### src/rtl/bus_arbiter_rr.sv
// bus_arbiter_rr: round-robin arbiter that serializes the winner's (ADDRW+8)-bit word LSB-byte-first onto a byte bus.
// Latency: grant and first byte appear 1 cycle after req is sampled in IDLE; NBYTES+2 cycles per transaction at full rate.
// Backpressure: bus_ready low freezes data_out/byte_cnt/valid_out; with BUS_ARB_TIMEOUT_EN a TIMEOUT-cycle stall aborts.
//
// Ports:
//   clk, rst_n        clock, asynchronous active-low reset
//   req[NUM_CH]       level request per channel
//   data_in           flattened words, channel i at [i*(ADDRW+8) +: ADDRW+8]
//   bus_ready         downstream accepts data_out this cycle
//   data_out, valid_out   current byte and its valid
//   grant[NUM_CH]     one-hot, held for the whole transaction
//   done              one-cycle pulse after the last byte is accepted
//   curr_ch           granted / last-granted channel index
//   byte_cnt          index of the byte being presented
//   err_timeout       one-cycle abort pulse (constant 0 unless BUS_ARB_TIMEOUT_EN)
//
// Optional macro: BUS_ARB_TIMEOUT_EN enables the stall watchdog.
module bus_arbiter_rr #(
  parameter int ADDRW   = 24,
  parameter int NUM_CH  = 4,
  parameter int TIMEOUT = 255
) (
  input  logic                              clk,
  input  logic                              rst_n,
  input  logic [NUM_CH-1:0]                 req,
  input  logic [NUM_CH*(ADDRW+8)-1:0]       data_in,
  input  logic                              bus_ready,
  output logic [7:0]                        data_out,
  output logic                              valid_out,
  output logic [NUM_CH-1:0]                 grant,
  output logic                              done,
  output logic [$clog2(NUM_CH)-1:0]         curr_ch,
  output logic [$clog2((ADDRW+8)/8)-1:0]    byte_cnt,
  output logic                              err_timeout
);

  localparam int W      = ADDRW + 8;
  localparam int NBYTES = W / 8;
  localparam int CHW    = $clog2(NUM_CH);
  localparam int BCW    = $clog2(NBYTES);

  // Elaboration-time parameter sanity checks.
  if ((ADDRW % 8) != 0 || ADDRW < 8) begin : g_bad_addrw
    $error("bus_arbiter_rr: ADDRW must be a non-zero multiple of 8");
  end
  if (NUM_CH < 2 || NUM_CH > 8) begin : g_bad_num_ch
    $error("bus_arbiter_rr: NUM_CH must be in 2..8");
  end
  if (TIMEOUT < 1) begin : g_bad_timeout
    $error("bus_arbiter_rr: TIMEOUT must be at least 1");
  end

  typedef enum logic [1:0] {
    ST_IDLE = 2'd0,
    ST_SEND = 2'd1,
    ST_COOL = 2'd2
  } state_t;

  // ---------------------------------------------------------------------------
  // State
  // ---------------------------------------------------------------------------
  state_t          r_state;
  logic [CHW-1:0]  r_rr_ptr;
  logic [NUM_CH-1:0] r_grant;
  logic            r_valid;
  logic            r_done;
  logic [CHW-1:0]  r_curr_ch;
  logic [BCW-1:0]  r_byte_cnt;
  logic [W-1:0]    r_shift;

  state_t          w_state_nxt;
  logic [CHW-1:0]  w_rr_ptr_nxt;
  logic [NUM_CH-1:0] w_grant_nxt;
  logic            w_valid_nxt;
  logic            w_done_nxt;
  logic [CHW-1:0]  w_curr_ch_nxt;
  logic [BCW-1:0]  w_byte_cnt_nxt;
  logic [W-1:0]    w_shift_nxt;

`ifdef BUS_ARB_TIMEOUT_EN
  localparam int SW = $clog2(TIMEOUT + 1);
  logic [SW-1:0]   r_stall;
  logic            r_err;
  logic [SW-1:0]   w_stall_nxt;
  logic            w_err_nxt;
`endif

  // ---------------------------------------------------------------------------
  // Unpack the flattened transaction words so the winner can be indexed directly.
  // ---------------------------------------------------------------------------
  logic [W-1:0] w_words [NUM_CH];

  for (genvar g = 0; g < NUM_CH; g++) begin : g_unpack
    assign w_words[g] = data_in[g*W +: W];
  end

  // ---------------------------------------------------------------------------
  // Round-robin search: first set request starting at r_rr_ptr, wrapping
  // modulo NUM_CH (which need not be a power of two).
  // ---------------------------------------------------------------------------
  logic           w_found;
  logic [CHW-1:0] w_win;
  logic [CHW:0]   w_idx;

  always_comb begin
    w_found = 1'b0;
    w_win   = '0;
    w_idx   = '0;
    for (int k = 0; k < NUM_CH; k++) begin
      w_idx = {1'b0, r_rr_ptr} + (CHW+1)'(k);
      if (w_idx >= (CHW+1)'(NUM_CH)) begin
        w_idx = w_idx - (CHW+1)'(NUM_CH);
      end
      if (!w_found && req[w_idx[CHW-1:0]]) begin
        w_found = 1'b1;
        w_win   = w_idx[CHW-1:0];
      end
    end
  end

  // Pointer for the next arbitration: one past the channel just served.
  logic [CHW-1:0] w_rr_adv;
  assign w_rr_adv = (r_curr_ch == CHW'(NUM_CH - 1)) ? '0 : r_curr_ch + 1'b1;

  logic w_last;
  assign w_last = (r_byte_cnt == BCW'(NBYTES - 1));

  // ---------------------------------------------------------------------------
  // Next-state / next-output logic
  // ---------------------------------------------------------------------------
  always_comb begin
    w_state_nxt    = r_state;
    w_rr_ptr_nxt   = r_rr_ptr;
    w_grant_nxt    = r_grant;
    w_valid_nxt    = r_valid;
    w_done_nxt     = 1'b0;
    w_curr_ch_nxt  = r_curr_ch;
    w_byte_cnt_nxt = r_byte_cnt;
    w_shift_nxt    = r_shift;
`ifdef BUS_ARB_TIMEOUT_EN
    w_stall_nxt    = r_stall;
    w_err_nxt      = 1'b0;
`endif

    case (r_state)
      ST_IDLE: begin
        if (w_found) begin
          w_state_nxt    = ST_SEND;
          w_grant_nxt    = NUM_CH'(1) << w_win;
          w_curr_ch_nxt  = w_win;
          w_shift_nxt    = w_words[w_win];
          w_byte_cnt_nxt = '0;
          w_valid_nxt    = 1'b1;
`ifdef BUS_ARB_TIMEOUT_EN
          w_stall_nxt    = '0;
`endif
        end
      end

      ST_SEND: begin
        if (bus_ready) begin
`ifdef BUS_ARB_TIMEOUT_EN
          w_stall_nxt = '0;
`endif
          if (w_last) begin
            // Last byte accepted: leave the shift register cleared so
            // data_out idles at zero between transactions.
            w_state_nxt  = ST_COOL;
            w_grant_nxt  = '0;
            w_valid_nxt  = 1'b0;
            w_done_nxt   = 1'b1;
            w_shift_nxt  = '0;
            w_rr_ptr_nxt = w_rr_adv;
          end else begin
            w_shift_nxt    = r_shift >> 8;
            w_byte_cnt_nxt = r_byte_cnt + 1'b1;
          end
        end
`ifdef BUS_ARB_TIMEOUT_EN
        else if (r_stall == SW'(TIMEOUT - 1)) begin
          // This is the TIMEOUT-th consecutive stalled cycle: abort. The
          // COOL cycle then carries err_timeout instead of done.
          w_state_nxt  = ST_COOL;
          w_grant_nxt  = '0;
          w_valid_nxt  = 1'b0;
          w_err_nxt    = 1'b1;
          w_shift_nxt  = '0;
          w_stall_nxt  = '0;
          w_rr_ptr_nxt = w_rr_adv;
        end else begin
          w_stall_nxt = r_stall + 1'b1;
        end
`endif
      end

      ST_COOL: begin
        // Requests are deliberately not sampled here; a requester that has
        // not dropped req by now simply re-arbitrates from IDLE.
        w_state_nxt = ST_IDLE;
      end

      default: begin
        w_state_nxt = ST_IDLE;
        w_grant_nxt = '0;
        w_valid_nxt = 1'b0;
      end
    endcase
  end

  // ---------------------------------------------------------------------------
  // State register
  // ---------------------------------------------------------------------------
  always_ff @(posedge clk or negedge rst_n) begin
    if (!rst_n) begin
      r_state    <= ST_IDLE;
      r_rr_ptr   <= '0;
      r_grant    <= '0;
      r_valid    <= 1'b0;
      r_done     <= 1'b0;
      r_curr_ch  <= '0;
      r_byte_cnt <= '0;
      r_shift    <= '0;
`ifdef BUS_ARB_TIMEOUT_EN
      r_stall    <= '0;
      r_err      <= 1'b0;
`endif
    end else begin
      r_state    <= w_state_nxt;
      r_rr_ptr   <= w_rr_ptr_nxt;
      r_grant    <= w_grant_nxt;
      r_valid    <= w_valid_nxt;
      r_done     <= w_done_nxt;
      r_curr_ch  <= w_curr_ch_nxt;
      r_byte_cnt <= w_byte_cnt_nxt;
      r_shift    <= w_shift_nxt;
`ifdef BUS_ARB_TIMEOUT_EN
      r_stall    <= w_stall_nxt;
      r_err      <= w_err_nxt;
`endif
    end
  end

  // ---------------------------------------------------------------------------
  // Outputs
  // ---------------------------------------------------------------------------
  assign data_out  = r_shift[7:0];
  assign valid_out = r_valid;
  assign grant     = r_grant;
  assign done      = r_done;
  assign curr_ch   = r_curr_ch;
  assign byte_cnt  = r_byte_cnt;

`ifdef BUS_ARB_TIMEOUT_EN
  assign err_timeout = r_err;
`else
  assign err_timeout = 1'b0;
`endif

endmodule

### config.mk
export PLATFORM = sky130hd
export DESIGN_NAME = bus_arbiter_rr
export DESIGN_NICKNAME = d
export VERILOG_FILES = /design/src/rtl/bus_arbiter_rr.sv
export SDC_FILE = /design/constraint.sdc
export NUM_CORES = 1
export LEC_CHECK = 0
export ABC_AREA = 0
export BUFFER_PORTS_ARGS = -buffer_cell sky130_fd_sc_hd__buf_4
export CAP_MARGIN = 20
export CORE_MARGIN = 3
export CORE_UTILIZATION = 30
export CTS_BUF_LIST = sky130_fd_sc_hd__clkbuf_2
export DETAILED_ROUTE_END_ITERATION = 10
export PLACE_DENSITY = 0.59
export SKIP_CTS_REPAIR_TIMING = 1
export SYNTH_ARGS = -nofsm -noshare
export SYNTH_HDL_FRONTEND = slang
export SYNTH_SLANG_ARGS = --single-unit
### constraint.sdc
create_clock -name clk -period 2 [get_ports clk]
set_input_delay 0.3 -clock clk [delete_from_list [all_inputs] [get_ports clk]]
set_output_delay 0.3 -clock clk [all_outputs]
set_load 0.02 [all_outputs]
# Word level (Yosys, flattened, before mapping)
# Index checks and enable logic that the tools add are counted.
# word_totals
elab_cells	98
regBits	46
# classes
n_reduce_logical	14
n_shift	1
order_cmp	9
add_sub_neg	9
eq_ne	8
n_bitwise	2
mux	47
# op_table
op	n
two-way mux 32 bit	4
binary-select mux 32 bit (select 2 bit)	1
case mux 32 bit (2 select lines)	1
two-way mux 2 bit	15
two-way mux 24 bit	1
two-way mux 1 bit	14
greater-or-equal comparator 3 bit (second input constant)	4
less-than comparator 2 x 3 -> 1 bit (second input constant)	4
two-way mux 4 bit	3
case mux 4 bit (3 select lines)	1
AND reduction 3 bit	3
binary-select mux 1 bit (select 2 bit)	4
!= test 2 bit (second input constant)	4
case mux 2 bit (2 select lines)	2
AND reduction 4 bit	2
subtractor 2 x 1 -> 2 bit (second input constant)	4
adder 2 x 2 -> 3 bit (second input constant)	2
equality test 2 bit (second input constant)	3
adder 2 x 1 -> 2 bit (second input constant)	2
left shift 1 x 2 -> 4 bit (first input constant)	1
adder 2 x 1 -> 3 bit (second input constant)	1
greater-or-equal comparator 2 x 3 -> 1 bit (second input constant)	1
logical AND 1 bit	3
logical NOT 1 bit	3
7 further kinds	7

# Depth between registers and ports, before layout
# Gate-level depths: netlist (run 1).
# depth
ltp_word	20
mapped_depth	8
depth_no_buf	6

# Worst setup path before layout (run 1)
# Ideal clock, no wire load.
# synth_timing
path_kind	reg-to-reg
from	register r_rr_ptr[1]
to	register r_shift[3]
path_stages_with_launch	8
arrival_ps	1735
path_slack_ps	134
period_less_slack_ps	1866
required_time_ps	1869
cell_sequence	dfrtp_1 > mux2_1 > o221a_2 > buf_4 > buf_6 > nand2_1 > a21oi_1 > or3_1
# synth_between
elab_chain_len	20
word_cells_on_any_way	45
# synth_rtl
element	line	source
start: declaration	63	logic [CHW-1:0] r_rr_ptr;
start signal: assignment	229	r_rr_ptr <= w_rr_ptr_nxt;
branches (longest 20 deep; another with adder 2 x 1 -> 3 bit)	n/a	
end signal: assignment	235	r_shift <= w_shift_nxt;
end: declaration	69	logic [W-1:0] r_shift;
# Parallel ways; which one is timed is not known. The select of a mux whose other input is x is not followed.
# A chain may end at the register's enable or synchronous reset.

# Worst setup path in the final report (run 1)
# layout_timing
from	register r_rr_ptr[1]
to	register r_shift[23]
# The elaborated chain is that of the path after synthesis.

==> results.tsv, run 1 <==
stage	metric	value	unit
power	combPwrFrac	0.602	
die	die_area	11600	µm²
critical_path	worstSetupEndpointType	flip-flop	
synth	synth_edf_count	0	
clock_network	ctsRootBufferMaster	clkbuf_2	
synth	synth_warnings	0	
cells_and_area	fin_util	0.464	
min_path	min_path_type	in2reg	
placed_design	port_buffers	152	
synth	synth-seq-cells	46	
grt	grt-ovfl-total	0	
cells_and_area	syn_to_final_growth	47.7	%
routing	post-route-drc-count	0	
power	p_per_area	1030	nW/µm²
grt	grt_usage	0.162	
clock_network	clock_sinks	46	
die	core	9910	µm²
sta	fmax	521	MHz
die	die_h	108	µm
sta	relSlewSlack	0.596	
routing	routed_via_density	4.73	
status	outcome	finished, final reports clean	
clock_network	path_clk_slew	0.23	ns
critical_path	worstSetupPathType	reg2reg	
synth	synthTopCellsByArea	dfrtp_1 (37%), nand2_1 (22%), a21oi_1 (11%)	
synth	avgSynthCellArea	7.10	µm²
power	p_int	2670	µW
clock_network	insertion_delay	0.41	ns
critical_path	cp_max_fo	34	
routing	wire_per_inst	14.0	µm
die	boundaryPins	154	
die	start_util	0.314	
placed_design	hpwl	7.39	mm
routing	ant_nets	0	
critical_path	cp.required	2.31	ns
sta	worst_slew_pin_slew	0.606	ns
synth	synthCells	438	
cells_and_area	final_nets	716	
routing	num_vias	3371	
synth	synthFlopType	dfrtp_1	
clock_network	cts_tree	done	
sta	fin_ws	0.0795	ns
sta	holdWs	0.0646	ns
sta	report.final.hold_viol_count	0	
power	ir_drop	522	µV
routing	drt_wl_total	9.98	mm
sta	setup_viol	0	
die	fp-row-count	36	
clock_network	clockBufferDepth	2	
grt	grt_pass1_wl	15.1	mm
clock_network	cts_max_level	2	
sta	fin_crit	1.92	ns
sta	skew	0.0168	ns
synth	yosysSeqAreaShare	0.370	
die	die_w	108	µm
synth	syn_nets	575	
cells_and_area	drive_gt1_frac	0.353	
power	clkPwrFrac	0.083	
routing	drt-pass1-iter-count	4	
placed_design	dp_slack	-0.0259	ns
synth	yosys.area.top_type	dfrtp_1	
power	power_frac_seq	0.316	
grt	grt_pass1_vias	3184	
synth	netlist-cell-type-count	39	
power	switching_power	2090	µW
run	max_cap_viol_count	0	
grt	grt_max_degree	47	
grt	antenna_found_initial	0	
power	p_leak	0.00240	µW
sta	fin_crit_sh	0.960	
routing	drt-initial-drc-count	137	
critical_path	worst_ep_arrival_time	2.23	ns
placed_design	gp_congestion	0.783	
power	swShare	0.439	
sta	finalMaxSlewViolations	0	
critical_path	timing.critical_path.from_type	flip-flop	
clock_network	cts-buffers-inserted	5	
synth	async_flop_share	1.00	
cells_and_area	n_antenna_cell	0	
cells_and_area	fill_cells	1009	
synth	netlist.area_leader.share	0.370	
synth	syn_area	3110	µm²
## Yosys cell counts (2+ instances only)
| cell type | n |
|---|---|
| dfrtp_1 | 46 |
| o21ai_0 | 23 |
| buf_2 | 7 |
| o21ai_2 | 4 |
| nor2_1 | 2 |
| nor2b_1 | 3 |
| clkbuf_2 | 2 |
| mux2_2 | 2 |
| a211o_1 | 8 |
| clkbuf_1 | 12 |
| nand2b_1 | 3 |
| and3_1 | 2 |
| a21oi_1 | 67 |
| nand2_1 | 186 |
| buf_4 | 11 |
| ha_1 | 2 |
| inv_1 | 5 |
| or3_1 | 26 |
| buf_6 | 7 |
## sequential cells by signal, indices dropped and copies added, names as in the netlist
register / count
r_shift: 32
grant: 4
byte_cnt: 2
curr_ch: 2
r_rr_ptr: 2
r_state: 2
done: 1
valid_out: 1
## placed cells by master (no fill, tap or decap), types with 2 or more instances in the layout
master / count
and3_1: 2
buf_12: 8
or3_1: 26
o21ai_2: 4
clkbuf_2: 6
a211o_1: 8
buf_6: 2
ha_1: 2
dfrtp_1: 45
nand2_1: 186
clkbuf_16: 2
o21ai_0: 23
a21oi_2: 9
nand2b_1: 3
nor2_1: 2
mux2_2: 2
buf_4: 161
a21oi_1: 58
nor2b_1: 2
inv_1: 5
## critical path, cell delays in order (launching register included)
cell	delay, ns
dfrtp_2	0.50
mux2_4	0.32
o221a_4	0.30
buf_12	0.17
nand2_1	0.08
a21oi_1	0.06
or3_1	0.37
## layout make-up
type,count,area (µm²),share of cell area
clock buffers,6,30.0,0.00654
clock inverters,2,8.76,0.00191
flip-flops and latches,46,1150,0.251
multi-input cells,347,1770,0.385
repair buffers,174,1450,0.316
well taps,133,166,0.0362
inverters,5,18.8,0.00408
## routing by layer
layer / vias to the layer above / share of wire / global-route usage
li1: 1732 / - / -
met3: 8 / 0.066 / 0.0378
met1: 1528 / 0.45 / 0.211
met4: 0 / 0.011 / 0.0424
met2: 103 / 0.48 / 0.270
met5: - / 0 / 0
## worst paths after layout
path,slack (ns),end,from,cells after the start
setup reg to reg,0.08,r_shift[23]$_DFFE_PN0P_,r_rr_ptr[1]$_DFFE_PN0P_,6
max in group asynchronous,1.19,r_rr_ptr[1]$_DFFE_PN0P_,rst_n,2
hold / removal,0.06,r_state[0]$_DFFE_PN0P_,bus_ready,2
setup / recovery,0.08,r_shift[23]$_DFFE_PN0P_,r_rr_ptr[1]$_DFFE_PN0P_,6
min in group asynchronous,0.40,done$_DFF_PN0_,rst_n,2
hold reg to reg,0.52,r_shift[26]$_DFFE_PN0P_,r_shift[26]$_DFFE_PN0P_,1
## kinds of logic (layout without fill, tap and decap cells)
logic type / Yosys count / in the layout / synth area share
mux: 4 / 4 / 0.0141
flops: 46 / 46 / 0.370
other cells: 1 / 1 / 0.00121
buf+inv: 45 / 187 / 0.0917
simple gates: 227 / 227 / 0.307
compound gates: 113 / 113 / 0.208
fa+ha+maj: 2 / 2 / 0.00804
## metrics by stage
| step | setup TNS (ns) | instances | power (µW) | area, µm² |
|---|---|---|---|---|
| after detailed placement | -0.0259 | 700 | 4240 | 4420 |
| after CTS | -0.0556 | 708 | 4640 | 4460 |
| after floorplan | 0 | 438 | 3220 | 3110 |
| after global placement | 0 | 700 | 4190 | 4420 |
| after global routing | -0.00881 | 713 | 5180 | 4590 |
| final | 0 | 713 | 4750 | 4590 |
## power groups by stage
stage | clock network, µW | registers, µW | logic [µW]
3_3_place_gp | 0 | 1520 | 2670
5_1_grt | 444 | 1550 | 3190
6_report | 392 | 1500 | 2860
2_1_floorplan | 0 | 1540 | 1690
3_5_place_dp | 0 | 1520 | 2720
4_1_cts | 411 | 1500 | 2730
Note: power is estimated with default switching activity, not from simulation.
==> inputs of run 2 (changes only) <==
--- a/config.mk
+++ b/config.mk
@@ -12,6 +12,7 @@
 export CORE_UTILIZATION = 30
 export CTS_BUF_LIST = sky130_fd_sc_hd__clkbuf_2
 export DETAILED_ROUTE_END_ITERATION = 10
+export GPL_TIMING_DRIVEN = 0
 export PLACE_DENSITY = 0.59
 export SKIP_CTS_REPAIR_TIMING = 1
 export SYNTH_ARGS = -nofsm -noshare
==> run 2 against run 1 <==
Effect of this change: the run now ends with negative setup slack left; hold slack got worse by 0.034 ns; combinational power rose by 8.7%; sequential share of layout area fell by 1.1 points; final area rose by 4.8%; critical path depth rose by 1; die area did not move; fmax fell by 5.7%; critical path type unchanged; critical endpoint is now r_shift[19]$_DFFE_PN0P_; largest cell class unchanged.
==> results.tsv, run 2 (same netlist as run 1, synthesis figures left out) <==
stage	metric	value	unit
status	outcome	finished with violations	
status	violations	negative setup slack	
clock_network	cts-buffers-inserted	5	
run	max_cap_viol_count	0	
cells_and_area	fin_util	0.486	
critical_path	rr_worst_depth	7	
clock_network	clock_sinks	46	
cells_and_area	drive_gt1_frac	0.399	
critical_path	r2r_slack	-0.04	ns
critical_path	worst_ep_arrival_time	2.36	ns
clock_network	insertion_delay	0.43	ns
critical_path	worstSetupEndpointType	flip-flop	
die	die_w	108	µm
routing	wire_per_inst	15.2	µm
min_path	min_delay_path_depth	2	
die	boundaryPins	154	
sta	worst_slew_pin_slew	0.609	ns
grt	grt_usage	0.181	
routing	ant_nets	0	
routing	routed_via_density	4.76	
sta	finalMaxSlewViolations	0	
placed_design	gp_congestion	0.783	
grt	grt_pass1_wl	16.6	mm
grt	grt_pass1_vias	3378	
power	p_leak	0.00252	µW
critical_path	path_buf_inv	2	
critical_path	timing.critical_path.from_type	flip-flop	
min_path	hold_path_end	r_state[0]$_DFFE_PN0P_	
die	die_area	11600	µm²
sta	fmax	491	MHz
grt	antenna_found_initial	0	
critical_path	cpPeakStageDelay	0.51	ns
min_path	min_path_type	in2reg	
sta	setup_tns	-0.197	ns
power	combPwrFrac	0.594	
sta	relSlewSlack	0.594	
sta	fin_crit_sh	1.02	
sta	holdWs	0.0305	ns
power	p_int	3030	µW
sta	fin_ws	-0.0367	ns
clock_network	ctsRootBufferMaster	clkbuf_2	
placed_design	hpwl	8.55	mm
power	p_per_area	1090	nW/µm²
routing	post-route-drc-count	0	
sta	report.final.hold_viol_count	0	
min_path	hp-start	bus_ready	
sta	setup_viol	11	
grt	grt-ovfl-total	0	
die	core	9910	µm²
cells_and_area	fill_cells	1006	
sta	skew	0.0374	ns
cells_and_area	syn_to_final_growth	54.8	%
critical_path	cp.required	2.33	ns
cells_and_area	final_cell_mix	nand2_1 (175), buf_4 (165), a21oi_1 (58), dfrtp_1 (44), or3_1 (26)	
placed_design	dp_slack	-0.409	ns
critical_path	reg2reg_to	r_shift[19]$_DFFE_PN0P_	
critical_path	crit_chain	mux2_4 -> o221a_4 -> buf_12 -> clkbuf_16 -> nand2_1 -> a21oi_1 -> or3_1	
critical_path	worstSetupPathType	reg2reg	
die	fp-row-count	36	
placed_design	port_buffers	152	
cells_and_area	final_nets	743	
critical_path	cp_max_fo	7	
power	clkPwrFrac	0.124	
clock_network	cts_tree	done	
sta	rsz0062_at_grt	yes	
cells_and_area	n_antenna_cell	0	
cells_and_area	layout_commonest_cell	nand2_1	
clock_network	path_clk_slew	0.27	ns
routing	drt-initial-drc-count	110	
power	power_frac_seq	0.282	
critical_path	critPathSlowestCell	dfrtp_2	
routing	drt-pass1-iter-count	4	
die	start_util	0.314	
clock_network	cts_max_level	2	
power	switching_power	2220	µW
routing	drt_wl_total	11.3	mm
routing	num_vias	3526	
sta	fin_crit	2.04	ns
critical_path	cpLargestDelayFamily	flip-flops	
cells_and_area	largest_reg_flops	32	
die	die_h	108	µm
power	swShare	0.423	
power	ir_drop	395	µV
critical_path	rr_startpoint	r_rr_ptr[1]$_DFFE_PN0P_	
clock_network	clockBufferDepth	2	
grt	grt_max_degree	47	
cells_and_area	largest_register	r_shift	
-- run 2: cell types whose count changed in the layout (fill, tap and decap cells not counted), sizes merged --
cell,change
buf,+12
clkinv,-1
clkbuf,+14
bufinv,+2
-- run 2: power groups by stage --
stage | Sequential, µW | Clock, µW | Combinational, µW
after floorplan | 1540 | 0 | 1690
after global placement | 1500 | 0 | 2690
after detailed placement | 1510 | 0 | 2720
after CTS | 1490 | 659 | 2730
after global routing | 1520 | 710 | 3460
final | 1480 | 649 | 3110
-- run 2: how the worst max path moves through the flow --
| stage | from | endpoint | slack [ns] | depth (start not counted) |
|---|---|---|---|---|
| after CTS | r_rr_ptr[1]$_DFFE_PN0P_ | r_shift[10]$_DFFE_PN0P_ | -0.31 | 6 |
| after global routing | r_rr_ptr[1]$_DFFE_PN0P_ | r_shift[8]$_DFFE_PN0P_ | -0.07 | 7 |
| after detailed placement | req[2] | r_shift[8]$_DFFE_PN0P_ | -0.41 | 7 |
| after floorplan | r_rr_ptr[1]$_DFFE_PN0P_ | r_shift[3]$_DFFE_PN0P_ | 0.13 | 7 |
| final | r_rr_ptr[1]$_DFFE_PN0P_ | r_shift[19]$_DFFE_PN0P_ | -0.04 | 7 |
| after global placement | req[2] | r_shift[10]$_DFFE_PN0P_ | -0.35 | 7 |
-- run 2: layer usage --
layer / wire, µm / track usage
met1: 5030 / 0.240
met2: 5430 / 0.306
met3: 621 / 0.0294
met4: 163 / 0.0460
met5: 0 / 0
-- run 2: area by class of cell --
type | count | area [µm²] | share of cell area
buffer | 40 | 329 | 0.0683
sequential | 46 | 1150 | 0.240
tap | 133 | 166 | 0.0346
inverter | 5 | 18.8 | 0.00390
multi-input combinational | 347 | 1780 | 0.370
timing repair buffer | 161 | 1280 | 0.265
clock inverter | 3 | 63.8 | 0.0133
clock buffer | 5 | 25.0 | 0.00520
-- run 2: metrics by stage --
step	cell area, µm²	total power (µW)	instances
after global routing	4820	5690	740
final	4820	5240	740
after CTS	4510	4870	731
after floorplan	3110	3220	438
after global placement	4420	4180	723
after detailed placement	4420	4230	723
==> inputs of run 3 (changes only) <==
--- a/config.mk
+++ b/config.mk
@@ -14,6 +14,7 @@
 export DETAILED_ROUTE_END_ITERATION = 10
 export GPL_TIMING_DRIVEN = 0
 export PLACE_DENSITY = 0.59
+export REMOVE_ABC_BUFFERS = 1
 export SKIP_CTS_REPAIR_TIMING = 1
 export SYNTH_ARGS = -nofsm -noshare
 export SYNTH_HDL_FRONTEND = slang
==> run 3 against run 2 <==
Effect of this change: the flow still finishes with violations (negative setup slack); sequential power barely moved; non-clock buffer count fell by 15; highest routed layer unchanged; register-to-register slack about the same; largest power group unchanged.
==> results.tsv, run 3 (same netlist as run 1, synthesis figures left out) <==
stage	metric	value	unit
min_path	min_path_type	in2reg	
cells_and_area	n_antenna_cell	0	
clock_network	clockBufferDepth	2	
cells_and_area	largest_register	r_shift	
routing	drt_wl_total	11.3	mm
critical_path	critPathMostFrequentCell	a21oi_1	
critical_path	crit_chain	nand2b_1 -> a21oi_1 -> or3_4 -> buf_8 -> a21oi_1 -> or3_1	
sta	fin_crit_sh	1.02	
routing	num_vias	3577	
routing	drt-initial-drc-count	175	
critical_path	cpLargestDelayFamily	simple AND/OR/NAND/NOR gates	
grt	grt_pass1_vias	3178	
critical_path	cp.required	2.32	ns
routing	ant_nets	0	
routing	wire_per_inst	15.5	µm
clock_network	cts_tree	done	
routing	post-route-drc-count	0	
die	fp-row-count	36	
cells_and_area	syn_to_final_growth	59.7	%
grt	grt_pass1_wl	14.5	mm
die	core	9910	µm²
critical_path	cpPeakStageDelay	0.50	ns
sta	report.final.hold_viol_count	0	
placed_design	hpwl	6.93	mm
grt	grt-ovfl-total	0	
grt	antenna_found_initial	0	
die	die_area	11600	µm²
sta	finalMaxSlewViolations	0	
clock_network	clock_sinks	46	
power	ir_drop	469	µV
sta	fin_ws	-0.0359	ns
clock_network	cts_max_level	2	
critical_path	worstSetupEndpointType	flip-flop	
sta	worst_slew_pin_slew	0.784	ns
placed_design	port_buffers	152	
status	violations	negative setup slack	
cells_and_area	largest_reg_flops	32	
clock_network	cts-buffers-inserted	5	
placed_design	gp_congestion	0.720	
power	p_leak	0.00253	µW
critical_path	cp_max_fo	17	
clock_network	insertion_delay	0.43	ns
cells_and_area	postLayoutCellArea	4970	µm²
critical_path	worstSetupPathType	reg2reg	
die	die_w	108	µm
cells_and_area	drive_gt1_frac	0.406	
run	max_cap_viol_count	0	
cells_and_area	fin_util	0.501	
grt	grt_usage	0.151	
sta	fin_crit	2.04	ns
sta	relSlewSlack	0.476	
die	boundaryPins	154	
critical_path	timing.critical_path.from_type	flip-flop	
power	p_per_area	1090	nW/µm²
clock_network	path_clk_slew	0.28	ns
status	outcome	finished with violations	
critical_path	path_buf_inv	1	
cells_and_area	layout_commonest_cell	nand2_1	
cells_and_area	fill_cells	989	
grt	grt_max_degree	47	
die	start_util	0.314	
routing	drt-pass1-iter-count	4	
critical_path	worst_ep_arrival_time	2.36	ns
sta	rsz0062_at_grt	yes	
cells_and_area	final_nets	732	
clock_network	ctsRootBufferMaster	clkbuf_2	
sta	skew	0.0316	ns
die	die_h	108	µm
critical_path	critPathSlowestCell	dfrtp_1	
routing	routed_via_density	4.91	
placed_design	dpl_cell_area	4310	µm²
cells_and_area	final_cell_mix	nand2_1 (177), buf_4 (164), a21oi_1 (51), dfrtp_1 (44), or3_1 (24)	
sta	setup_viol	14	
sta	fmax	491	MHz
==> run 3: cell types whose count changed in the layout (fill, tap and decap cells not counted), moves of 3 or more <==
| cell | change |
|---|---|
| buf_2 | -6 |
| buf_12 | +4 |
| a21oi_2 | +7 |
| clkbuf_2 | -9 |
| clkbuf_4 | -4 |
| o221ai_4 | +3 |
| a21oi_1 | -7 |
==> run 3: power breakdown <==
part	total [µW]	leakage, µW	switching (µW)	internal (µW)
clock network	545	0.0000352	335	209
logic	3390	0.00189	1810	1580
registers	1490	0.000603	224	1260
total	5420	0.00253	2370	3050
==> run 3: path summary, 6_finish.rpt <==
kind / start / endpoint / slack [ns] / cells after the start
min in group asynchronous: rst_n / done$_DFF_PN0_ / 0.38 / 2
hold / removal: data_in[50] / r_shift[18]$_DFFE_PN0P_ / 0.19 / 4
setup reg to reg: r_rr_ptr[0]$_DFFE_PN0P_ / r_shift[12]$_DFFE_PN0P_ / -0.04 / 6
hold reg to reg: valid_out$_DFFE_PN0P_ / valid_out$_DFFE_PN0P_ / 0.52 / 2
setup / recovery: r_rr_ptr[0]$_DFFE_PN0P_ / r_shift[12]$_DFFE_PN0P_ / -0.04 / 6
max in group asynchronous: rst_n / r_shift[31]$_DFFE_PN0P_ / 1.19 / 2
==> run 3: final cells by class <==
class / instances / area, µm² / share of cell area
inverters: 5 / 18.8 / 0.00378
flip-flops and latches: 46 / 1150 / 0.232
clock inverters: 3 / 45.0 / 0.00907
multi-input cells: 351 / 1930 / 0.389
repair buffers: 186 / 1630 / 0.327
well taps: 133 / 166 / 0.0335
clock buffers: 5 / 25.0 / 0.00504
==> run 3: through the flow <==
step / worst slack, ns / cells / power, µW / TNS (ns) / hold WS, ns
after floorplan: -1.59 / 398 / 2970 / -55.83 / 0.00441
after global placement: -2.72 / 683 / 3840 / -97.91 / 0.351
after detailed placement: -0.560 / 689 / 4060 / -15.11 / 0.366
after CTS: -0.509 / 697 / 4620 / -12.58 / -0.169
after global routing: -0.154 / 729 / 5850 / -2.79 / 0.169
final: -0.0359 / 729 / 5420 / -0.237 / 0.194
==> run 3: worst register-to-register path: cells and delay by family (launching register included) <==
| kind | cells | cell delay [ns] |
|---|---|---|
| compound gates | 2 | 0.47 |
| flops | 1 | 0.50 |
| simple gates | 3 | 0.79 |
| buf+inv | 1 | 0.17 |
==> run 3: per-layer routing <==
metal / track usage / share of wire
met5: 0 / 0
met4: 0.0352 / 0.0083
met3: 0.0276 / 0.066
met2: 0.265 / 0.49
met1: 0.192 / 0.44
